`config.mk`:
```
export PLATFORM = sky130hd
export DESIGN_NAME = seven_segment_mux_n_flat
export DESIGN_NICKNAME = d
export VERILOG_FILES = /design/src/rtl/seven_segment_mux_n_if.sv /design/src/rtl/seven_segment_mux_n.sv /design/src/flat_wrapper.sv
export SDC_FILE = /design/constraint.sdc
export NUM_CORES = 1
export LEC_CHECK = 0
export CELL_PAD_IN_SITES_DETAIL_PLACEMENT = 1
export CELL_PAD_IN_SITES_GLOBAL_PLACEMENT = 2
export CORE_UTILIZATION = 30
export DETAILED_ROUTE_END_ITERATION = 8
export GPL_ROUTABILITY_DRIVEN = 0
export GPL_TIMING_DRIVEN = 0
export PLACE_DENSITY = 0.75
export REMOVE_ABC_BUFFERS = 1
export SYNTH_ARGS = -nofsm -noshare
export SYNTH_HDL_FRONTEND = slang
export SYNTH_SLANG_ARGS = --single-unit
```
`constraint.sdc`:
```
create_clock -name clk -period 5 [get_ports clk]
set_input_delay 1 -clock clk [delete_from_list [all_inputs] [get_ports clk]]
set_output_delay 1 -clock clk [all_outputs]
set_load 0.01 [all_outputs]
```
`src/rtl/seven_segment_mux_n_if.sv`:
```
// seven_segment_mux_n_if: display data, mode controls and pin-side outputs
// of the multiplexed seven-segment controller.
interface seven_segment_mux_n_if #(
    parameter int NUM_DIGITS = 4,
    parameter int DUTY_BITS  = 4
);
    logic [4*NUM_DIGITS-1:0] digits_in;
    logic [NUM_DIGITS-1:0]   dp_in;
    logic [NUM_DIGITS-1:0]   digit_en_in;
    logic                    load;
    logic                    hex_mode;
    logic                    blank_leading;
    logic [DUTY_BITS-1:0]    brightness;
    logic [6:0]              seg;
    logic                    dp;
    logic [NUM_DIGITS-1:0]   an;
    logic                    frame_done;

    modport master (
        output digits_in, dp_in, digit_en_in, load,
        output hex_mode, blank_leading, brightness,
        input  seg, dp, an, frame_done
    );

    modport slave (
        input  digits_in, dp_in, digit_en_in, load,
        input  hex_mode, blank_leading, brightness,
        output seg, dp, an, frame_done
    );
endinterface

```
`src/rtl/seven_segment_mux_n.sv`:
```
// seven_segment_mux_n: N-digit time-multiplexed 7-segment driver with
// double-buffered digit banks, leading-zero blanking and PWM brightness.
module seven_segment_mux_n #(
    parameter int NUM_DIGITS  = 4,
    parameter int REFRESH_DIV = 50000,
    parameter int DUTY_BITS   = 4
) (
    input logic                 clk,
    input logic                 rst,
    seven_segment_mux_n_if.slave bus
);
    localparam int RW = $clog2(REFRESH_DIV);
    localparam int SW = (NUM_DIGITS > 1) ? $clog2(NUM_DIGITS) : 1;
    localparam int DW = 4 * NUM_DIGITS;
    localparam logic [RW-1:0] R_LAST = RW'(REFRESH_DIV - 1);
    localparam logic [SW-1:0] S_LAST = SW'(NUM_DIGITS - 1);
    localparam logic [6:0] BLANK = 7'h7F;
    localparam logic [6:0] DASH  = 7'b0111111;

    logic [RW-1:0]         refresh_cnt;
    logic [SW-1:0]         scan_idx;
    logic [DUTY_BITS-1:0]  pwm_cnt;
    logic                  pend_valid;
    logic [DW-1:0]         pend_digits;
    logic [NUM_DIGITS-1:0] pend_dp;
    logic [NUM_DIGITS-1:0] pend_en;
    logic [DW-1:0]         act_digits;
    logic [NUM_DIGITS-1:0] act_dp;
    logic [NUM_DIGITS-1:0] act_en;

    logic                  slot_end;
    logic                  wrap;
    logic [3:0]            cur_digit;
    logic                  upper_zero;
    logic                  blanked;
    logic                  show;
    logic                  lit;
    logic [6:0]            seg_next;
    logic [NUM_DIGITS-1:0] an_next;

    function automatic logic [6:0] glyph(input logic [3:0] v, input logic hex);
        logic [6:0] g;
        case (v)
            4'h0: g = 7'b1000000;
            4'h1: g = 7'b1111001;
            4'h2: g = 7'b0100100;
            4'h3: g = 7'b0110000;
            4'h4: g = 7'b0011001;
            4'h5: g = 7'b0010010;
            4'h6: g = 7'b0000010;
            4'h7: g = 7'b1111000;
            4'h8: g = 7'b0000000;
            4'h9: g = 7'b0010000;
            4'hA: g = 7'b0001000;
            4'hB: g = 7'b0000011;
            4'hC: g = 7'b1000110;
            4'hD: g = 7'b0100001;
            4'hE: g = 7'b0000110;
            4'hF: g = 7'b0001110;
        endcase
        if (!hex && v > 4'd9) begin
            g = DASH;
        end
        return g;
    endfunction

    assign slot_end = (refresh_cnt == R_LAST);
    assign wrap     = slot_end && (scan_idx == S_LAST);

    // Slot timer, digit scan pointer and free-running PWM phase.
    always_ff @(posedge clk) begin
        if (rst) begin
            refresh_cnt <= '0;
            scan_idx    <= '0;
            pwm_cnt     <= '0;
        end else begin
            pwm_cnt <= pwm_cnt + 1'b1;
            if (slot_end) begin
                refresh_cnt <= '0;
                scan_idx    <= wrap ? '0 : scan_idx + 1'b1;
            end else begin
                refresh_cnt <= refresh_cnt + 1'b1;
            end
        end
    end

    // Pending bank takes loads; active bank swaps only at the frame wrap,
    // with a load on the wrap cycle going straight into the active bank.
    always_ff @(posedge clk) begin
        if (rst) begin
            pend_valid  <= 1'b0;
            pend_digits <= '0;
            pend_dp     <= '0;
            pend_en     <= '0;
            act_digits  <= '0;
            act_dp      <= '0;
            act_en      <= '0;
        end else begin
            if (bus.load) begin
                pend_digits <= bus.digits_in;
                pend_dp     <= bus.dp_in;
                pend_en     <= bus.digit_en_in;
            end
            if (wrap) begin
                pend_valid <= 1'b0;
                if (bus.load) begin
                    act_digits <= bus.digits_in;
                    act_dp     <= bus.dp_in;
                    act_en     <= bus.digit_en_in;
                end else if (pend_valid) begin
                    act_digits <= pend_digits;
                    act_dp     <= pend_dp;
                    act_en     <= pend_en;
                end
            end else if (bus.load) begin
                pend_valid <= 1'b1;
            end
        end
    end

    // Blanking, anode gating and glyph selection for the scanned digit.
    always_comb begin
        upper_zero = 1'b1;
        for (int j = 0; j < NUM_DIGITS; j++) begin
            if (SW'(j) >= scan_idx && act_digits[4*j +: 4] != 4'd0) begin
                upper_zero = 1'b0;
            end
        end
        cur_digit = act_digits[{scan_idx, 2'b00} +: 4];
        blanked   = bus.blank_leading && (scan_idx != '0) && upper_zero;
        show      = act_en[scan_idx] && !blanked;
        lit       = (pwm_cnt <= bus.brightness);
        seg_next  = show ? glyph(cur_digit, bus.hex_mode) : BLANK;
        an_next   = '1;
        if (show && lit) begin
            an_next[scan_idx] = 1'b0;
        end
    end

    // Registered pin drivers and frame-wrap pulse.
    always_ff @(posedge clk) begin
        if (rst) begin
            bus.an         <= '1;
            bus.seg        <= BLANK;
            bus.dp         <= 1'b1;
            bus.frame_done <= 1'b0;
        end else begin
            bus.an         <= an_next;
            bus.seg        <= seg_next;
            bus.dp         <= ~act_dp[scan_idx];
            bus.frame_done <= wrap;
        end
    end
endmodule

```
`src/flat_wrapper.sv`:
```
// flat-port wrapper written by rule: the top's interface ports become plain ports
module seven_segment_mux_n_flat 
#(
    parameter int NUM_DIGITS  = 4,
    parameter int REFRESH_DIV = 50000,
    parameter int DUTY_BITS   = 4
)
  (clk, rst, bus_digits_in, bus_dp_in, bus_digit_en_in, bus_load, bus_hex_mode, bus_blank_leading, bus_brightness, bus_seg, bus_dp, bus_an, bus_frame_done);
  seven_segment_mux_n_if #(.NUM_DIGITS(NUM_DIGITS), .DUTY_BITS(DUTY_BITS)) bus_i ();
  input logic clk;
  input logic rst;
  input wire logic [$bits(bus_i.digits_in)-1:0] bus_digits_in;
  input wire logic [$bits(bus_i.dp_in)-1:0] bus_dp_in;
  input wire logic [$bits(bus_i.digit_en_in)-1:0] bus_digit_en_in;
  input wire logic [$bits(bus_i.load)-1:0] bus_load;
  input wire logic [$bits(bus_i.hex_mode)-1:0] bus_hex_mode;
  input wire logic [$bits(bus_i.blank_leading)-1:0] bus_blank_leading;
  input wire logic [$bits(bus_i.brightness)-1:0] bus_brightness;
  output wire logic [$bits(bus_i.seg)-1:0] bus_seg;
  output wire logic [$bits(bus_i.dp)-1:0] bus_dp;
  output wire logic [$bits(bus_i.an)-1:0] bus_an;
  output wire logic [$bits(bus_i.frame_done)-1:0] bus_frame_done;
  assign bus_i.digits_in = bus_digits_in;
  assign bus_i.dp_in = bus_dp_in;
  assign bus_i.digit_en_in = bus_digit_en_in;
  assign bus_i.load = bus_load;
  assign bus_i.hex_mode = bus_hex_mode;
  assign bus_i.blank_leading = bus_blank_leading;
  assign bus_i.brightness = bus_brightness;
  assign bus_seg = bus_i.seg;
  assign bus_dp = bus_i.dp;
  assign bus_an = bus_i.an;
  assign bus_frame_done = bus_i.frame_done;
  seven_segment_mux_n #(.NUM_DIGITS(NUM_DIGITS), .REFRESH_DIV(REFRESH_DIV), .DUTY_BITS(DUTY_BITS)) u_core (.clk(clk), .rst(rst), .bus(bus_i));
endmodule
```
* After elaboration in Yosys (flattened, before gate mapping) *
Memory sizes are Yosys's and may differ from the RTL's.
Cells that the tools add are included.

operators by class
  add/subtract/negate cells = 3
  order comparisons = 8
  equal/unequal tests = 2
  shift operators = 1
  multiplexer cells = 18
  bitwise logic cells = 4
  reductions and logical operators = 25

operator list
  cell                                                                                number
  16-bit 2-to-1 mux                                                                   2
  16-bit by 1-bit adder with 16-bit output, second input constant                     1
  16-bit == test, second input constant                                               1
  4-bit 2-to-1 mux                                                                    4
  4-bit nonzero test                                                                  4
  16-bit by 5-bit indexed part select with 4-bit output                               1
  1-bit logical AND                                                                   11
  2-bit OR reduction                                                                  4
  1-bit 2-to-1 mux                                                                    7
  7-bit 2-to-1 mux                                                                    1
  4-bit by 1-bit adder with 4-bit output, second input constant                       1
  1-bit binary-select mux with 2-bit select                                           2
  1-bit by 2-bit greater-or-equal comparator with 1-bit output, first input constant  2
  2-bit greater-or-equal comparator, first input constant                             2
  4-bit greater-than comparator, second input constant                                1
  4-bit <= comparator                                                                 1
  4-bit inverter                                                                      1
  2-bit nonzero test                                                                  2
  2-bit by 3-bit < comparator with 1-bit output, second input constant                1
  1-bit inverter                                                                      3
  3-bit OR reduction                                                                  1
  2-bit by 1-bit adder with 2-bit output, second input constant                       1
  1-bit demux with 2-bit select                                                       1
  2-bit == test, second input constant                                                1
  other kinds (4)                                                                     5

word-level totals
  bits in registers = 84
  memory bits (read-only) = 112
  input bits = 33
  output and inout port bits = 13
  memories = 1

memory list
  memory            depth  bits a word  rd ports  clocked after memory_dff  write ports  line                       RTL
  (name not given)  16     7            1         0                         0            seven_segment_mux_n.sv:43  case (v)

* Logic depth before layout (Yosys ltp) *
  depth after elaboration = 12
  depth in mapped cells = 9

* Worst setup path before layout *
No wires, ideal clock.

  path type = in2reg
  start = in bus_brightness[1]
  end = reg u_core.bus.an[0]
  setup time = 0.132 ns
  data arrival time = 2.117 ns
  required time = 4.868 ns
  path slack = 2.752 ns
  cell stages on the path = 7
  buffers on the path = 0
  path through = inv_1 > ha_1 > nor2b_1 > o21a_1 > o21a_1 > o21ai_0 > nand3_1

between the ends
  word-level cells in the longest chain between the ends = 4

ends and longest elaborated chain
  element                              line                          RTL
  from (decl)                          flat_wrapper.sv:18            input wire logic [$bits(bus_i.brightness)-1:0] bus_brightness;
  4-bit <= comparator                  seven_segment_mux_n.sv:132    lit = (pwm_cnt <= bus.brightness);
  1-bit logical AND                    seven_segment_mux_n.sv:135    if (show && lit) begin
  1-bit inverter (no source line)      n/a
  2-bit OR reduction (no source line)  n/a
  to (signal assigned)                 seven_segment_mux_n.sv:148    bus.an <= an_next;
  to (decl)                            seven_segment_mux_n_if.sv:28  output seg, dp, an, frame_done

Every way passes these cells.
A chain may end at the register's enable or synchronous reset.

* Worst setup path after layout *
  start = in bus_load
  end = reg u_core.act_digits[1]

between the ends
  word-level cells in the longest chain between the ends = 2
  elaborated cells on any way between the ends = 3
  classes of those cells = mux (1); reduce/logical (2)

ends and longest elaborated chain
  element                               line                        RTL
  from (decl)                           flat_wrapper.sv:15          input wire logic [$bits(bus_i.load)-1:0] bus_load;
  2-bit nonzero test (no source line)   n/a
  2-bit AND reduction (no source line)  n/a
  to (signal assigned)                  seven_segment_mux_n.sv:107  act_digits <= bus.digits_in;
  to (signal assigned)                  seven_segment_mux_n.sv:111  act_digits <= pend_digits;
  to (decl)                             seven_segment_mux_n.sv:27   logic [DW-1:0] act_digits;

Parallel ways exist; a longest one is shown, timed or not.

==> metrics.txt <==
outcome=complete, no violations; Post-synth ARST share=0%; Initial Util=a little under a third; grt ovf=0; P_leak=around 0.0016 uW; fin nets=between 400 and 500; H-tree depth=3; first-pass detailed-route iteration total=4; area of the multi-input gates=between 1500 and 2000 um^2; I/O pin total=46; vias=roughly 2,600; hold endpoint=u_core.refresh_cnt[0]$_SDFF_PP0_; Worst-Skew Late Latency=around 0.34 ns; VDD IR max=roughly 0.00016 V; Slew headroom=a little under a quarter; CP arrival=3.51 ns; Crit Path Class=input pin to register; max_cap viols=0; Crit Reg-Reg Endpoint=u_core.bus.seg[4]$_SDFF_PP1_; RR Startpoint=u_core.scan_idx[0]$_SDFFE_PP0P_; area leader, netlist=dfxtp_1; CP Data Required Time=about 5.2 ns; Synth Area in Adders=under 10%; crit path launch type=input pin; sequential cell area=roughly 1700 um^2; DIE WIDTH=~110 um; CP Capture Type=register; period utilization=66.34%; largest family of logic cells by synthesized area=simple AND/OR/NAND/NOR gates; Fin Clk Skew=0.005381 ns; first-pass GRT wire length=between 10,000 and 15,000 um; XOR/XNOR Fraction of Synth Area=between 3 and 4%; fin util=between 30% and 40%; die area=12,760 um^2; RSZ-0062 raised after global routing=no; post-synthesis mux area share=a little under a fifth; Seq/Total Area, Yosys=a little under half; vias in the first global route=about 2,700; post-route cell area=between 4000 and 5000 um^2; synth top area cells=dfxtp_1, mux2_2, mux2i_1; Simple-Gate Fraction of Synth Area=about 18%; share of cells above drive strength 1=between 10% and 20%; Hold Path Origin=u_core.refresh_cnt[0]$_SDFF_PP0_; post-CTS sizing=0; Syn. warnings=0; initial antenna violation count=0; Total Routing Usage GR=a little over an eighth; number of stages on the worst hold path=1; clock tree from TritonCTS=built; CTS root buffer=clkbuf_16; cells after synthesis=around 360; flops & latches, synth=84; Longest Clk Path Bufs=2; Post-synth EDFFs=0; Die Ht=112.9 um; largest net degree at the start of global routing=36; post-route ant nets=0; Hold Vio Cnt, Final=0; Via-to-Cell Ratio=~4.8; P&R area growth vs syn=22.26%; # port buffers=45; Worst R2R Setup Slack=approximately 2.5 ns; Antenna Diode Count=0; wire length per cell=13.86 um; Post-DP HPWL=5264 um; Least-Margin Pin Slew=about 1.1 ns; Final Slew Violations=0; f_max=approximately 300 MHz; WL final=7565 um; post-synthesis compound-gate area fraction=4.371%; Core Box Area=about 12,000 um^2; syn_area_per_cell=approximately 10 um^2; Mapped Area=~3700 um^2; setup TNS=0 ns; DR DRC count=0; # clock sinks=84; Unique masters post-synth=43; row count=40; Final setup viols=0; critical path peak fanout=25; Reg2Reg Depth=7; Post-CTS Hold Fix Bufs=0; Post-CTS Setup Bufs=0; cts bufs inserted=9; Hold Crit Class=register to register; fill count=roughly 1,300; Reg clk slew, reported paths=about 0.06 ns; Power Dens Cells=between 300 and 400 nW/um^2; placed inst area=around 4200 um^2; Synth top area share=between 40% and 50%; Final min period=3.317 ns; 1st-iter DRT viols=48; dominant synthesized flop cell=dfxtp_1; Power Total=1519 uW
## critical path: stages
cell and delay [ns]:
clkdlybuf4s50_1 1.23, nor2_1 0.14, and3b_2 0.78, mux2i_1 0.27
nor2_1 0.07
## cell families (layout without fill, tap and decap cells)
family | count (synthesis) | after routing
buffers and inverters | 35 | 75
XOR/XNOR | 14 | 14
flip-flops | 84 | 84
multiplexers | 56 | 56
adder cells (fa/ha/maj) | 15 | 15
AO/OA/AOI/OAI | 24 | 24
AND/OR/NAND/NOR | 131 | 131
## cell type report
type                       count  share of cell area, %
multi-input combinational    240                  40.27
sequential                    84                  37.25
timing repair buffer          45                  9.867
clock buffer                  11                  5.155
tap                          147                  4.074
clock inverter                 5                  2.217
inverter                      14                  1.164
## through the flow
stage | std cells | worst slack [ns] | hold WS (ns)
2_1_floorplan | 338 | 2.600 | 0.4132
3_3_place_gp | 530 | 0.7563 | 0.4252
3_5_place_dp | 530 | 0.8771 | 0.4379
4_1_cts | 546 | 1.194 | 0.4466
5_1_grt | 546 | 1.426 | 0.4819
6_report | 546 | 1.683 | 0.4416
## layout by cell type, fill, tap and decap left out, types with 2 or more instances in the layout
cell type,instances
o21ai_0,4
clkbuf_1,2
nor4bb_1,2
mux2_2,24
ha_1,15
nor4_1,3
xor2_1,7
nor3_1,2
nor2b_1,3
nor2_1,53
nor4b_1,2
bufinv_16,3
mux2i_1,26
and3_1,2
xnor2_1,7
o21a_1,3
o22ai_1,2
inv_1,14
mux4_2,6
nand2_1,10
clkdlybuf4s50_1,44
nand2b_1,3
nand3_1,10
a21oi_1,6
dfxtp_1,84
and2_1,24
clkbuf_16,9
and4_1,3
or3_1,2
nand4_1,7
o221ai_1,4
clkinv_2,2
## cell usage after synthesis (4+ instances only)
library cell / instances
dfxtp_1: 84
nor2_1: 53
mux2i_1: 26
and2_1: 24
mux2_2: 24
ha_1: 15
inv_1: 14
nand2_1: 10
nand3_1: 10
clkbuf_1: 9
nand4_1: 7
xnor2_1: 7
xor2_1: 7
a21oi_1: 6
mux4_2: 6
o21ai_0: 4
o221ai_1: 4
## per-layer routing
layer  part of all wire, %  global-route usage, %
met2                    49                  22.76
met3                   3.5                  3.910
met5                     0                      0
met4                   1.7                  5.263
met1                    45                  15.39
## power by group
| group | total, uW | switching [uW] | leakage, uW | internal, uW |
|---|---|---|---|---|
| registers | 691 | 5.72 | 0.000683 | 685 |
| logic | 83.9 | 33.6 | 0.000800 | 50.3 |
| clock network | 744 | 258 | 0.000163 | 486 |
| total | 1520 | 297 | 0.00165 | 1220 |
## state kept, by name, indices dropped and copies added, names as in the netlist
signal                 cells
u_core.scan_idx            2
u_core.bus.seg             7
u_core.refresh_cnt        16
u_core.pend_en             4
u_core.bus.dp              1
u_core.pwm_cnt             4
u_core.act_dp              4
u_core.bus.an              4
u_core.act_digits         16
u_core.bus.frame_done      1
u_core.pend_digits        16
u_core.pend_valid          1
u_core.pend_dp             4
u_core.act_en              4
## worst max path at each step
stage                     slack (ns)  cells after the start                           endpoint  startpoint
final                           1.68                      5  u_core.act_digits[1]$_SDFFE_PP0P_    bus_load
after global placement          0.76                      5  u_core.act_digits[3]$_SDFFE_PP0P_    bus_load
after global routing            1.43                      5      u_core.act_en[3]$_SDFFE_PP0P_    bus_load
after floorplan                 2.60                      4  u_core.act_digits[0]$_SDFFE_PP0P_    bus_load
after detailed placement        0.88                      5       u_core.bus.seg[4]$_SDFF_PP1_         rst
after CTS                       1.19                      5       u_core.bus.seg[4]$_SDFF_PP1_         rst
No activity file was read; power rests on OpenSTA's default activity.
==> edit 1: new RTL, config.mk and constraints unchanged <==
`DUTY_BITS` is set to 4 in 3 places; all go to 5.
--- a/src/rtl/seven_segment_mux_n_if.sv
+++ b/src/rtl/seven_segment_mux_n_if.sv
@@ -2,7 +2,7 @@
 // of the multiplexed seven-segment controller.
 interface seven_segment_mux_n_if #(
     parameter int NUM_DIGITS = 4,
-    parameter int DUTY_BITS  = 4
+    parameter int DUTY_BITS  = 5
 );
     logic [4*NUM_DIGITS-1:0] digits_in;
     logic [NUM_DIGITS-1:0]   dp_in;
--- a/src/rtl/seven_segment_mux_n.sv
+++ b/src/rtl/seven_segment_mux_n.sv
@@ -3,7 +3,7 @@
 module seven_segment_mux_n #(
     parameter int NUM_DIGITS  = 4,
     parameter int REFRESH_DIV = 50000,
-    parameter int DUTY_BITS   = 4
+    parameter int DUTY_BITS   = 5
 ) (
     input logic                 clk,
     input logic                 rst,
--- a/src/flat_wrapper.sv
+++ b/src/flat_wrapper.sv
@@ -3,7 +3,7 @@
 #(
     parameter int NUM_DIGITS  = 4,
     parameter int REFRESH_DIV = 50000,
-    parameter int DUTY_BITS   = 4
+    parameter int DUTY_BITS   = 5
 )
   (clk, rst, bus_digits_in, bus_dp_in, bus_digit_en_in, bus_load, bus_hex_mode, bus_blank_leading, bus_brightness, bus_seg, bus_dp, bus_an, bus_frame_done);
   seven_segment_mux_n_if #(.NUM_DIGITS(NUM_DIGITS), .DUTY_BITS(DUTY_BITS)) bus_i ();
Ports: changed (resized bus_brightness); port bits go from 46 to 47. The function was not compared with the original's and may differ.
==> edit 1 against the unedited design <==
Clock power decreased by 9.8%. Setup slack improved by 85 ps. Clock skew increased by 1.8 ps. Critical endpoint is now u_core.bus.seg[4]$_SDFF_PP1_. Combinational power decreased by 4.1%. Count of clock-buffer cells in the layout increased by 1. Design area increased by 5.2%. Synthesized area increased by 5.0%. Total power decreased by 4.4%. Sequential cell count increased by 1. Largest power group is now registers. Wire length increased by 15%. Highest routed layer unchanged. Via count increased by 15%.
==> edit 1: results (changes against the unedited design) <==
| Metric | Value |
|---|---|
| Final wirelength | `8.67 mm (+15%)` |
| Critical Path Max Stage Delay | `780 ps (-450 ps)` |
| Wire length on met2 | `3.90 mm (+4.1%)` |
| DPL Wire Length | `6.02 mm (+14%)` |
| Max FO, Critical Path | `14 (-44%)` |
| Met3 routed wirelength | `259 um (-1.9%)` |
| Overall Global Routing Usage | `0.139 (+0.00709)` |
| Reg-to-reg setup timing slack | `1770 ps (-720 ps)` |
| CP delay by family, top | `compound AO/OA/AOI/OAI gates` |
| Worst VDD drop | `0.000143 V (-7.9%)` |
| WHS Endpoint | `u_core.pwm_cnt[0]$_SDFF_PP0_` |
| Adder-cell share of the synthesized area | `0.0516 (+0.000816)` |
| Starting DRT DRC Count | `106 (+120%)` |
| XOR/XNOR Fraction of Synth Area | `0.0407 (+0.00746)` |
| Critical path arrival | `3400 ps (-110 ps)` |
| Finished Layout Cells | `618 (+13%)` |
| Leak Pwr | `1.70 nW (+3.4%)` |
| Synth area leaders | `dfxtp_1, mux2i_1, ha_1` |
| Wl on met1 | `4.38 mm (+28%)` |
| Tightest Pin Transition | `957 ps (-188 ps)` |
| M3 GR Usage | `0.0303 (-0.00877)` |
| Met2 usage | `0.222 (-0.00562)` |
| Inst Count DP | `602 (+14%)` |
| Synth Area in Compound Gates | `0.113 (+0.0693)` |
| Sw frac | `0.214 (+0.0186)` |
| Critical path launch point type | `flip-flop` |
| Nets | `491 (+11%)` |
| Crit path time final | `3230 ps (-85.1 ps)` |
| Share of layout cells above drive strength 1 | `0.0762 (-0.0466)` |
| Most common library cells after synthesis | `dfxtp_1, nor2_1, a21oi_1, o21ai_0, mux2i_1` |
| Run status | `finished clean` |
| Mean Syn Cell Area | `9.48 um^2 (-7.9%)` |
| Synth cell types | `42 (-2.3%)` |
| Skew final | `7.15 ps (+1.77 ps)` |
| Final hold slack | `443 ps (+1.74 ps)` |
| Sequential area share after synthesis | `0.439 (-0.0164)` |
==> edit 1: cell types whose count changed after synthesis, moves of 4 or more <==
cell      unedited run  this run
o21ai_0              4        30
a21oi_1              6        30
and2_1              24         0
or3_1                2        26
mux2_2              24         3
clkbuf_1             9        18
nor2_1              53        44
nand3_1             10        15
inv_1               14        18
xnor2_1              7        11
==> edit 1: layout make-up <==
class | instances | area [um^2]
well taps | 172 | 215
fillers | 1468 | 7870
flip-flops and latches | 85 | 1700
repair buffers | 47 | 470
multi-input cells | 280 | 1990
clock inverters | 4 | 55.1
inverters | 18 | 67.6
clock buffers | 12 | 246
==> edit 1: power groups by stage <==
stage | clock (W) | sequential [W] | combinational, W
final | 0.000671 | 0.000701 | 0.0000805
after global routing | 0.000730 | 0.000702 | 0.0000894
after CTS | 0.000695 | 0.000701 | 0.0000826
after detailed placement | 0 | 0.000716 | 0.0000823
after global placement | 0 | 0.000715 | 0.0000799
after floorplan | 0 | 0.000714 | 0.0000334
==> edit 2: new RTL, same flow settings <==
Without the edit above. Reset style: asynchronous (`rst`), changed in 3 clocked blocks.
--- a/src/rtl/seven_segment_mux_n.sv
+++ b/src/rtl/seven_segment_mux_n.sv
@@ -68,7 +68,7 @@
     assign wrap     = slot_end && (scan_idx == S_LAST);
 
     // Slot timer, digit scan pointer and free-running PWM phase.
-    always_ff @(posedge clk) begin
+    always_ff @(posedge clk or posedge rst) begin
         if (rst) begin
             refresh_cnt <= '0;
             scan_idx    <= '0;
@@ -86,7 +86,7 @@
 
     // Pending bank takes loads; active bank swaps only at the frame wrap,
     // with a load on the wrap cycle going straight into the active bank.
-    always_ff @(posedge clk) begin
+    always_ff @(posedge clk or posedge rst) begin
         if (rst) begin
             pend_valid  <= 1'b0;
             pend_digits <= '0;
@@ -138,7 +138,7 @@
     end
 
     // Registered pin drivers and frame-wrap pulse.
-    always_ff @(posedge clk) begin
+    always_ff @(posedge clk or posedge rst) begin
         if (rst) begin
             bus.an         <= '1;
             bus.seg        <= BLANK;
Formal check against the unedited RTL: no difference found for any inputs over 10 cycles, from zero or initial values and one cycle with rst high; that may be too few to reach the edited logic, so the function may still have changed.
==> edit 2 against the unedited design <==
Setup slack gained 130 ps. Design area rose by 8.2%. Non-clock buffer count grew 1. Sequential cell count stayed put. Wire length increased by 3.4%. Synthesized area rose by 6.7%. Total power decreased by 4.7%.
==> edit 2: results (changes against the unedited design) <==
| Metric | Value |
|---|---|
| Slew margin rel. | `0.191 (-0.0435)` |
| Clock Path Buffers | `2 (unchanged)` |
| Run status | `finished clean` |
| # fillers | `1373 (+2.1%)` |
| Initial antenna violation count | `0 (unchanged)` |
| Via count | `2408 (-7.6%)` |
| Most common library cells after synthesis | `dfrtp_1, mux2_2, nor2_1` |
| Synth area leaders | `dfrtp_1, mux2_2, dfstp_2` |
| Starting DRT DRC Count | `74 (+54%)` |
| First-pass GRT wire length | `13.5 mm (+2.1%)` |
| Share of layout cells above drive strength 1 | `0.248 (+0.125)` |
| Skew final | `7.49 ps (+2.11 ps)` |
| Post-CTS resize count | `0 (unchanged)` |
| Wire per inst | `15.0 um (+7.9%)` |
| Largest net degree at the start of global routing | `52 (+44%)` |
| Sequential area share after synthesis | `0.537 (+0.0819)` |
| Nets | `395 (-11%)` |
| Root buf cell | `clkbuf_16` |
| Number of global-route vias before repair | `2627 (-2.6%)` |
| Max FO, Critical Path | `25 (unchanged)` |
| Buffers on Ports | `45 (unchanged)` |
| CP delay by family, top | `buffers and inverters` |
| Leak Pwr | `2.18 nW (+32%)` |
| DPL Wire Length | `5.67 mm (+7.7%)` |
| Overall Global Routing Usage | `0.132 (about the same)` |
| CTS H-Tree Depth | `3 (unchanged)` |
| Setup Fix Bufs, Post-CTS | `0 (unchanged)` |
| Synth top area share | `0.457 (+0.00185)` |
| Ys Warns | `0 (unchanged)` |
| Post-synth ARST share | `1.00 (+1.00)` |
| TritonCTS Buffers | `9 (unchanged)` |
| Critical Path Max Stage Delay | `1250 ps (+20 ps)` |
| Synth cell types | `42 (-2.3%)` |
| CTS clk-pin slew, worst paths | `60 ps (about the same)` |
| Critical path arrival | `3410 ps (-100 ps)` |
| Worst VDD drop | `0.000203 V (+31%)` |
-- edit 2: cell types whose count changed after synthesis, moves of 6 or more --
| cell | delta |
|---|---|
| and2_1 | -23 |
| dfrtp_1 | +72 |
| o211ai_1 | +6 |
| nor2_1 | -32 |
| mux2_4 | +20 |
| dfxtp_1 | -84 |
| clkbuf_1 | -7 |
| dfstp_2 | +12 |
| mux2i_1 | -16 |
-- edit 2: area by class of cell --
type                    count  share of cell area
multi-input cells         193               0.353
inverters                  12             0.00974
clock inverters             5              0.0123
clock buffers              11              0.0497
flip-flops and latches     84               0.434
well taps                 172              0.0441
repair buffers             46              0.0979
-- edit 2: where the power goes --
| part | internal, W | switching (W) |
|---|---|---|
| clock | 0.000402 | 0.000263 |
| sequential | 0.000699 | 0.00000460 |
| combinational | 0.0000443 | 0.0000338 |
| total | 0.00115 | 0.000301 |
-- edit 2: cell families after synthesis --
group / Yosys count / synth area share
XOR/XNOR: 17 / 0.0378
multiplexers: 63 / 0.207
buffers and inverters: 22 / 0.0254
AND/OR/NAND/NOR: 75 / 0.103
adder cells (fa/ha/maj): 16 / 0.0508
AO/OA/AOI/OAI: 22 / 0.0384
flip-flops: 84 / 0.537
-- edit 2: metal layers --
layer	vias up	GRT usage	share of wire
met5	-	0	0
met4	0	0.0405	0.013
met3	11	0.0400	0.038
met2	38	0.203	0.47
met1	1215	0.179	0.48
li1	1144	-	-
-- edit 2: through the flow --
step / setup slack (ps) / instances / hold slack, ps / instance area (um^2)
2_1_floorplan: 1850 / 289 / 440 / 3880
5_1_grt: 1600 / 523 / 494 / 4880
6_report: 1810 / 523 / 486 / 4880
3_5_place_dp: 1370 / 507 / 470 / 4580
3_3_place_gp: 539 / 506 / 465 / 4550
4_1_cts: 1740 / 523 / 488 / 4880
-- edit 2: path summary, 6_finish.rpt --
path,startpoint,endpoint,slack [ps],cells after the start
max,bus_load,u_core.act_digits[1]$_DFFE_PP0P_,1810,4
min,u_core.pwm_cnt[0]$_DFF_PP0_,u_core.pwm_cnt[0]$_DFF_PP0_,490,1
max reg2reg,u_core.refresh_cnt[0]$_DFF_PP0_,u_core.act_digits[1]$_DFFE_PP0P_,2300,6
min reg2reg,u_core.pwm_cnt[0]$_DFF_PP0_,u_core.pwm_cnt[0]$_DFF_PP0_,490,1
max in group asynchronous,rst,u_core.bus.seg[6]$_DFF_PP1_,3330,3
min in group asynchronous,rst,u_core.pend_dp[1]$_DFFE_PP0P_,1030,2
